## src/rtl/id_stage_hz_if.sv

```systemverilog
// ----------------------------------------------------------------------------
// id_stage_hz_if
// Bundles every signal of the hazard-aware decode stage except clk/reset.
//   IF/ID side : in_valid, in_instr, in_pc -> in_ready
//   control    : flush, ex_mem_read, ex_rd_addr
//   WB port    : wb_reg_write, wb_rd_addr, wb_rd_data
//   ID/EX side : out_ready -> out_valid, out_pc, out_instr, out_rs1_data,
//                out_rs2_data, out_rs1_addr, out_rs2_addr, out_rd_addr, out_imm
//   status     : stall_cnt (load-use bubbles, saturating)
// The slave modport is the decode stage; master is the surrounding pipeline.
// ----------------------------------------------------------------------------
interface id_stage_hz_if #(
    parameter int XLEN  = 32,
    parameter int CNT_W = 32
);
    logic             in_valid;
    logic [31:0]      in_instr;
    logic [XLEN-1:0]  in_pc;
    logic             in_ready;
    logic             flush;
    logic             ex_mem_read;
    logic [4:0]       ex_rd_addr;
    logic             wb_reg_write;
    logic [4:0]       wb_rd_addr;
    logic [XLEN-1:0]  wb_rd_data;
    logic             out_ready;
    logic             out_valid;
    logic [XLEN-1:0]  out_pc;
    logic [31:0]      out_instr;
    logic [XLEN-1:0]  out_rs1_data;
    logic [XLEN-1:0]  out_rs2_data;
    logic [4:0]       out_rs1_addr;
    logic [4:0]       out_rs2_addr;
    logic [4:0]       out_rd_addr;
    logic [XLEN-1:0]  out_imm;
    logic [CNT_W-1:0] stall_cnt;

    modport slave (
        input  in_valid, in_instr, in_pc, flush, ex_mem_read, ex_rd_addr,
               wb_reg_write, wb_rd_addr, wb_rd_data, out_ready,
        output in_ready, out_valid, out_pc, out_instr, out_rs1_data,
               out_rs2_data, out_rs1_addr, out_rs2_addr, out_rd_addr,
               out_imm, stall_cnt
    );

    modport master (
        output in_valid, in_instr, in_pc, flush, ex_mem_read, ex_rd_addr,
               wb_reg_write, wb_rd_addr, wb_rd_data, out_ready,
        input  in_ready, out_valid, out_pc, out_instr, out_rs1_data,
               out_rs2_data, out_rs1_addr, out_rs2_addr, out_rd_addr,
               out_imm, stall_cnt
    );
endinterface

```

## src/rtl/id_stage_hz.sv

```systemverilog
// ----------------------------------------------------------------------------
// id_stage_hz
// Handshaked RV32 decode stage: register file (x0 = 0, optional WB
// write-through), immediate generation, load-use bubble insertion, flush,
// downstream backpressure and a registered ID/EX output with a valid bit.
// Ports:
//   clk   - clock
//   reset - synchronous active-high reset, highest priority
//   bus   - id_stage_hz_if.slave carrying the IF/ID, control, WB and ID/EX
//           signals (see the interface header)
// ----------------------------------------------------------------------------
module id_stage_hz #(
    parameter int XLEN      = 32,
    parameter int NREG      = 32,
    parameter bit WB_BYPASS = 1'b1,
    parameter int CNT_W     = 32
) (
    input  logic         clk,
    input  logic         reset,
    id_stage_hz_if.slave bus
);
    localparam int AW = $clog2(NREG);

    typedef enum logic [4:0] {
        OPC_LOAD   = 5'b00000,
        OPC_OP_IMM = 5'b00100,
        OPC_AUIPC  = 5'b00101,
        OPC_STORE  = 5'b01000,
        OPC_OP     = 5'b01100,
        OPC_LUI    = 5'b01101,
        OPC_BRANCH = 5'b11000,
        OPC_JALR   = 5'b11001,
        OPC_JAL    = 5'b11011
    } opcode_e;

    logic [XLEN-1:0] regs [NREG];

    opcode_e         opcode;
    logic [4:0]      rs1, rs2, rd;
    logic [31:0]     imm32;
    logic [XLEN-1:0] imm_ext;
    logic            uses_rs1, uses_rs2;
    logic            wb_en;
    logic [XLEN-1:0] rs1_data, rs2_data;
    logic            load_use, advance;

    // Indices at or above NREG name no register (RV32E encodings x16..x31).
    function automatic logic in_range(input logic [4:0] a);
        return 32'(a) < NREG;
    endfunction

    // Read-port select: x0/out-of-range read 0, optional write-through.
    function automatic logic [XLEN-1:0] read_port(
        input logic [4:0]      a,
        input logic [XLEN-1:0] stored,
        input logic            we,
        input logic [4:0]      wa,
        input logic [XLEN-1:0] wd
    );
        if (a == 5'd0 || !in_range(a)) return '0;
        if (WB_BYPASS && we && wa == a) return wd;
        return stored;
    endfunction

    assign wb_en = bus.wb_reg_write && bus.wb_rd_addr != 5'd0 && in_range(bus.wb_rd_addr);

    // NOTE: every variable gets a default at the top of always_comb so no
    // path leaves it unassigned, which would otherwise infer a latch.
    always_comb begin
        opcode   = opcode_e'(bus.in_instr[6:2]);
        rs1      = bus.in_instr[19:15];
        rs2      = bus.in_instr[24:20];
        rd       = bus.in_instr[11:7];
        imm32    = '0;
        uses_rs1 = 1'b1;
        uses_rs2 = 1'b0;
        case (opcode)
            OPC_LOAD, OPC_OP_IMM, OPC_JALR:
                imm32 = {{20{bus.in_instr[31]}}, bus.in_instr[31:20]};
            OPC_STORE: begin
                imm32    = {{20{bus.in_instr[31]}}, bus.in_instr[31:25], bus.in_instr[11:7]};
                uses_rs2 = 1'b1;
            end
            OPC_BRANCH: begin
                imm32    = {{19{bus.in_instr[31]}}, bus.in_instr[31], bus.in_instr[7],
                            bus.in_instr[30:25], bus.in_instr[11:8], 1'b0};
                uses_rs2 = 1'b1;
            end
            OPC_LUI, OPC_AUIPC: begin
                imm32    = {bus.in_instr[31:12], 12'b0};
                uses_rs1 = 1'b0;
            end
            OPC_JAL: begin
                imm32    = {{11{bus.in_instr[31]}}, bus.in_instr[31], bus.in_instr[19:12],
                            bus.in_instr[20], bus.in_instr[30:21], 1'b0};
                uses_rs1 = 1'b0;
            end
            OPC_OP:
                uses_rs2 = 1'b1;
            default: ;
        endcase
    end

    // Signed size cast sign-extends the 32-bit immediate to XLEN.
    assign imm_ext = XLEN'($signed(imm32));

    assign rs1_data = read_port(rs1, regs[rs1[AW-1:0]], wb_en, bus.wb_rd_addr, bus.wb_rd_data);
    assign rs2_data = read_port(rs2, regs[rs2[AW-1:0]], wb_en, bus.wb_rd_addr, bus.wb_rd_data);

    assign load_use = bus.in_valid && bus.ex_mem_read && bus.ex_rd_addr != 5'd0 &&
                      ((uses_rs1 && rs1 == bus.ex_rd_addr) ||
                       (uses_rs2 && rs2 == bus.ex_rd_addr));
    assign advance      = bus.out_ready || !bus.out_valid;
    // A flush discards IF/ID, so it is consumed regardless of stalls.
    assign bus.in_ready = bus.flush || (advance && !load_use);

    // NOTE: the register file is cleared on reset so that every entry reads a
    // defined zero afterwards; entry 0 is never written and stays zero.
    always_ff @(posedge clk) begin
        if (reset) begin
            for (int i = 0; i < NREG; i++) regs[i] <= '0;
        end else if (wb_en) begin
            regs[bus.wb_rd_addr[AW-1:0]] <= bus.wb_rd_data;
        end
    end

    // NOTE: state registers use non-blocking assignments so every flop samples
    // pre-edge values independent of statement order.
    always_ff @(posedge clk) begin
        if (reset) begin
            bus.out_valid    <= 1'b0;
            bus.out_pc       <= '0;
            bus.out_instr    <= '0;
            bus.out_rs1_data <= '0;
            bus.out_rs2_data <= '0;
            bus.out_rs1_addr <= '0;
            bus.out_rs2_addr <= '0;
            bus.out_rd_addr  <= '0;
            bus.out_imm      <= '0;
            bus.stall_cnt    <= '0;
        end else if (bus.flush) begin
            bus.out_valid <= 1'b0;
        end else if (!advance) begin
            // EX is holding the current output; keep everything.
        end else if (load_use) begin
            bus.out_valid <= 1'b0;
            if (bus.stall_cnt != {CNT_W{1'b1}}) bus.stall_cnt <= bus.stall_cnt + CNT_W'(1);
        end else begin
            // Fields are captured even for an invalid slot; out_valid masks them.
            bus.out_valid    <= bus.in_valid;
            bus.out_pc       <= bus.in_pc;
            bus.out_instr    <= bus.in_instr;
            bus.out_rs1_data <= rs1_data;
            bus.out_rs2_data <= rs2_data;
            bus.out_rs1_addr <= rs1;
            bus.out_rs2_addr <= rs2;
            bus.out_rd_addr  <= rd;
            bus.out_imm      <= imm_ext;
        end
    end
endmodule

```

## src/flat_wrapper.sv

```systemverilog
// flat-port wrapper written by rule: the top's interface ports become plain ports
module id_stage_hz_flat 
#(
    parameter int XLEN      = 32,
    parameter int NREG      = 32,
    parameter bit WB_BYPASS = 1'b1,
    parameter int CNT_W     = 32
)
  (clk, reset, bus_in_valid, bus_in_instr, bus_in_pc, bus_flush, bus_ex_mem_read, bus_ex_rd_addr, bus_wb_reg_write, bus_wb_rd_addr, bus_wb_rd_data, bus_out_ready, bus_in_ready, bus_out_valid, bus_out_pc, bus_out_instr, bus_out_rs1_data, bus_out_rs2_data, bus_out_rs1_addr, bus_out_rs2_addr, bus_out_rd_addr, bus_out_imm, bus_stall_cnt);
  id_stage_hz_if #(.XLEN(XLEN), .CNT_W(CNT_W)) bus_i ();
  input  logic clk;
  input  logic reset;
  input wire logic [$bits(bus_i.in_valid)-1:0] bus_in_valid;
  input wire logic [$bits(bus_i.in_instr)-1:0] bus_in_instr;
  input wire logic [$bits(bus_i.in_pc)-1:0] bus_in_pc;
  input wire logic [$bits(bus_i.flush)-1:0] bus_flush;
  input wire logic [$bits(bus_i.ex_mem_read)-1:0] bus_ex_mem_read;
  input wire logic [$bits(bus_i.ex_rd_addr)-1:0] bus_ex_rd_addr;
  input wire logic [$bits(bus_i.wb_reg_write)-1:0] bus_wb_reg_write;
  input wire logic [$bits(bus_i.wb_rd_addr)-1:0] bus_wb_rd_addr;
  input wire logic [$bits(bus_i.wb_rd_data)-1:0] bus_wb_rd_data;
  input wire logic [$bits(bus_i.out_ready)-1:0] bus_out_ready;
  output wire logic [$bits(bus_i.in_ready)-1:0] bus_in_ready;
  output wire logic [$bits(bus_i.out_valid)-1:0] bus_out_valid;
  output wire logic [$bits(bus_i.out_pc)-1:0] bus_out_pc;
  output wire logic [$bits(bus_i.out_instr)-1:0] bus_out_instr;
  output wire logic [$bits(bus_i.out_rs1_data)-1:0] bus_out_rs1_data;
  output wire logic [$bits(bus_i.out_rs2_data)-1:0] bus_out_rs2_data;
  output wire logic [$bits(bus_i.out_rs1_addr)-1:0] bus_out_rs1_addr;
  output wire logic [$bits(bus_i.out_rs2_addr)-1:0] bus_out_rs2_addr;
  output wire logic [$bits(bus_i.out_rd_addr)-1:0] bus_out_rd_addr;
  output wire logic [$bits(bus_i.out_imm)-1:0] bus_out_imm;
  output wire logic [$bits(bus_i.stall_cnt)-1:0] bus_stall_cnt;
  assign bus_i.in_valid = bus_in_valid;
  assign bus_i.in_instr = bus_in_instr;
  assign bus_i.in_pc = bus_in_pc;
  assign bus_i.flush = bus_flush;
  assign bus_i.ex_mem_read = bus_ex_mem_read;
  assign bus_i.ex_rd_addr = bus_ex_rd_addr;
  assign bus_i.wb_reg_write = bus_wb_reg_write;
  assign bus_i.wb_rd_addr = bus_wb_rd_addr;
  assign bus_i.wb_rd_data = bus_wb_rd_data;
  assign bus_i.out_ready = bus_out_ready;
  assign bus_in_ready = bus_i.in_ready;
  assign bus_out_valid = bus_i.out_valid;
  assign bus_out_pc = bus_i.out_pc;
  assign bus_out_instr = bus_i.out_instr;
  assign bus_out_rs1_data = bus_i.out_rs1_data;
  assign bus_out_rs2_data = bus_i.out_rs2_data;
  assign bus_out_rs1_addr = bus_i.out_rs1_addr;
  assign bus_out_rs2_addr = bus_i.out_rs2_addr;
  assign bus_out_rd_addr = bus_i.out_rd_addr;
  assign bus_out_imm = bus_i.out_imm;
  assign bus_stall_cnt = bus_i.stall_cnt;
  id_stage_hz #(.XLEN(XLEN), .NREG(NREG), .WB_BYPASS(WB_BYPASS), .CNT_W(CNT_W)) u_core (.clk(clk), .reset(reset), .bus(bus_i));
endmodule
```

## config.mk

```make
export PLATFORM = sky130hd
export DESIGN_NAME = id_stage_hz_flat
export DESIGN_NICKNAME = d
export VERILOG_FILES = /design/src/rtl/id_stage_hz_if.sv /design/src/rtl/id_stage_hz.sv /design/src/flat_wrapper.sv
export SDC_FILE = /design/constraint.sdc
export NUM_CORES = 2
export LEC_CHECK = 0
export ABC_AREA = 0
export BUFFER_PORTS_ARGS = -buffer_cell sky130_fd_sc_hd__buf_2
export CAP_MARGIN = 20
export CORE_ASPECT_RATIO = 0.8
export CORE_UTILIZATION = 45
export CTS_CLUSTER_SIZE = 30
export DETAILED_ROUTE_END_ITERATION = 8
export SLEW_MARGIN = 20
export SYNTH_ARGS = -nofsm -noshare
export SYNTH_HDL_FRONTEND = slang
export SYNTH_SLANG_ARGS = --single-unit
```

## constraint.sdc

```tcl
create_clock -name clk -period 6.43 [get_ports clk]
set_input_delay 1.286 -clock clk [delete_from_list [all_inputs] [get_ports clk]]
set_output_delay 1.286 -clock clk [all_outputs]
set_load 0.05 [all_outputs]
```

==> impl_metrics.toml <==
[place]
dp_hpwl_um = 132700
dp.cells = 6717
placedInstanceArea_um2 = 66480
portBuffers = 321
place.gp.congestion = 0.8705

[logic_synthesis]
synth-seq-cells = 1217
yosysTopAreaCell = "edfxtp_1"
synth.top_cells.by_area = "edfxtp_1 49%, and2_1 9.9%, mux2i_1 8.0%, mux4_2 7.5%, dfxtp_1 6.2%"
yosysMostFrequentCell = "edfxtp_1"
synth_common_cells = "1,024 x edfxtp_1, 998 x and2_1, 500 x mux2i_1"
yosysWarningCount = 0
synth-async-reset-ratio_pct = 0
synth-edff-count = 1024
synthCells = 4904
synth_area_um2 = 62780
syn_area_per_cell_um2 = 12.80
synth_ff_type = "edfxtp_1"
synth_cell_type_count = 66
synth.top_cell.area_share_pct = 48.98
ys_seq_area_share_pct = 55.14

[run_status]
status = "completed"

[worst_setup_path]
critPathMaxStageDelay_ps = 620
path_cells = "buf_2, xnor2_1, nand3_1, nor4_4, o21ai_0, a21o_1, buf_2"
crit_type = "input port to primary output"
cp_max_fo = 29
crit_path_frequent_cell = "buf_2"
crit_path_start_kind = "input port"
slowest_stage = "buf_2"
required_ps = 5140
crit_arrival_ps = 3460
endpoint_kind = "primary output"

[floorplanning]
core-area_um2 = 138300
start_util_pct = 45.39
die_height_um = 336.1
fp.dieW_um = 419.6
design.die.area_um2 = 141000
ios = 322
num_rows = 122

[clocking]
cts_tree = "yes"
cts_root_buf = "clkbuf_16"
ctsHoldBuffers = 0
cts_buffers = 131
cts_buffer_depth = 3
cts_max_level = 4
cts.sink_count = 1217
post_cts_buffers = 0
clk_latency_ps = 790
clk_pin_slew_ps = 60
cts_resized = 0

[sta]
period_minus_slack_ps = 4747
fin_crit_sh_pct = 73.83
maxSlewViolCount = 0
fmax_ghz = 0.2107
setup_viol = 0
rsz0062_at_grt = "no"
hold_violations = 0
relSlewSlack_pct = 16.59
clock_skew_ps = 23.93
worst_slew_pin_slew_ps = 1251
finalSetupTns_ps = 0

[power]
p_per_area_nw_per_um2 = 272.4
p_leak_uw = 0.02601
vdd_ir_drop_max_mv = 0.2802

[grt]
grtUsageTotal_pct = 30.86
grt_pass1_wl_um = 309700
grt_pass1_vias = 41780
overflow = 0
antenna_found_initial = 22
grt_max_degree = 159

[cells_and_area]
n_fill_cell = 11850
nets = 5109
fin_area_um2 = 70880
regArea_um2 = 34610
syn_to_final_growth_pct = 12.92
fin_cells = 6974
multi_input_area_um2 = 26750
drive_above_1_share_pct = 21.20

[route]
vias_per_cell = 6.267
routed_wl_um = 220900
drtIter0Drc = 5065
drt_pass1_iterations = 6
vias = 43710
ant_nets = 0
post_drt_wl_per_cell_um = 31.67
drc = 0

[run]
maxCapViolations = 0

[worst_hold_path]
hp-class = "flop to flop"
-- layout by cell type, fill, tap and decap left out, types with 25 or more instances in the layout --
cell / netlist / routed
edfxtp_1: 1024 / 1024
and2_1: 998 / 995
mux2i_1: 500 / 500
buf_2: 105 / 316
mux4_2: 210 / 210
dfxtp_1: 193 / 193
a22oi_1: 167 / 167
nor2_1: 177 / 142
clkbuf_16: 0 / 141
a211oi_1: 140 / 140
mux2_2: 123 / 123
o22ai_1: 121 / 121
buf_4: 21 / 98
nand3_1: 84 / 84
a21oi_1: 82 / 82
nor2b_1: 70 / 66
a22o_1: 54 / 54
nand2b_1: 45 / 41
nand4_1: 37 / 37
nor2_4: 0 / 36
a32o_1: 35 / 35
clkbuf_1: 354 / 33
conb_1: 1 / 32
o21ai_4: 0 / 31
nand2_1: 32 / 31
a31oi_1: 31 / 31
a221oi_1: 29 / 29
o21ai_0: 56 / 25
clkinv_2: 0 / 25
-- critical path: cells and delay by family --
kind / cells / cell delay [ps]
compound gates: 2 / 430
simple gates: 2 / 730
buf+inv: 2 / 820
xor+xnor: 1 / 190
-- registers in the layout, indices dropped and copies added (netlist names) --
name                     cells
u_core.bus.out_rs2_data     32
u_core.bus.out_imm          32
u_core.bus.out_rs1_addr      4
u_core.bus.out_rd_addr       4
u_core.bus.out_pc           32
u_core.bus.out_valid         1
u_core.bus.stall_cnt        32
u_core.bus.out_instr        20
u_core.bus.out_rs1_data     32
u_core.bus.out_rs2_addr      4
u_core.regs               1024
-- logic make-up (layout without fill, tap and decap cells) --
logic type | Yosys count | after routing | share of synthesized area (%)
xor+xnor | 23 | 23 | 0.3209
other cells | 1 | 43 | 0.005974
flops | 1217 | 1217 | 55.14
simple gates | 1532 | 1532 | 14.43
mux | 833 | 833 | 17.71
compound gates | 772 | 772 | 8.802
fa+ha+maj | 1 | 1 | 0.01993
buf+inv | 525 | 693 | 3.570
-- through the flow --
stage                     total power (µW)  hold WS [ps]  setup WS (ps)  utilization [%]
after floorplan                      10900         690.0           1584                -
after global placement               11760         446.1           1638            48.04
after detailed placement             11790         448.3           1541            48.07
after CTS                            19350         461.2           1667            51.16
after global routing                 19820         481.8           1584            51.24
final                                19310         462.7           1683            51.25
-- path summary, 6_finish.rpt --
kind	depth (start not counted)	from	endpoint	slack, ps
max reg2reg	7	u_core.bus.out_valid	u_core.bus.out_pc[16]	3410
min	1	u_core.bus.out_rs1_data[11]	u_core.bus.out_rs1_data[11]	460
min reg2reg	1	u_core.bus.out_rs1_data[11]	u_core.bus.out_rs1_data[11]	460
max	7	bus_in_instr[23]	bus_in_ready	1680
-- cell type report --
class,count,share of cell area (%)
multi-input cells,3193,37.74
clock inverters,50,0.5595
well taps,1860,3.283
repair buffers,442,4.025
inverters,10,0.05295
clock buffers,191,5.474
flip-flops and latches,1217,48.83
diodes,11,0.03883
-- metal layers --
metal,GRT usage (%),part of all wire (%),vias up
met4,13.67,4.4,4
met1,43.60,41,22200
met5,0,0.012,-
li1,-,-,18670
met3,5.395,9.4,425
met2,46.59,45,2410
-- where the power goes --
group          total, µW  internal [µW]  leakage (µW)  switching (µW)
clock network       7640           4400       0.00210            3240
registers           9250           8990        0.0113             259
logic               2420            819        0.0126            1600
Note: power is estimated with default switching activity, not from simulation.
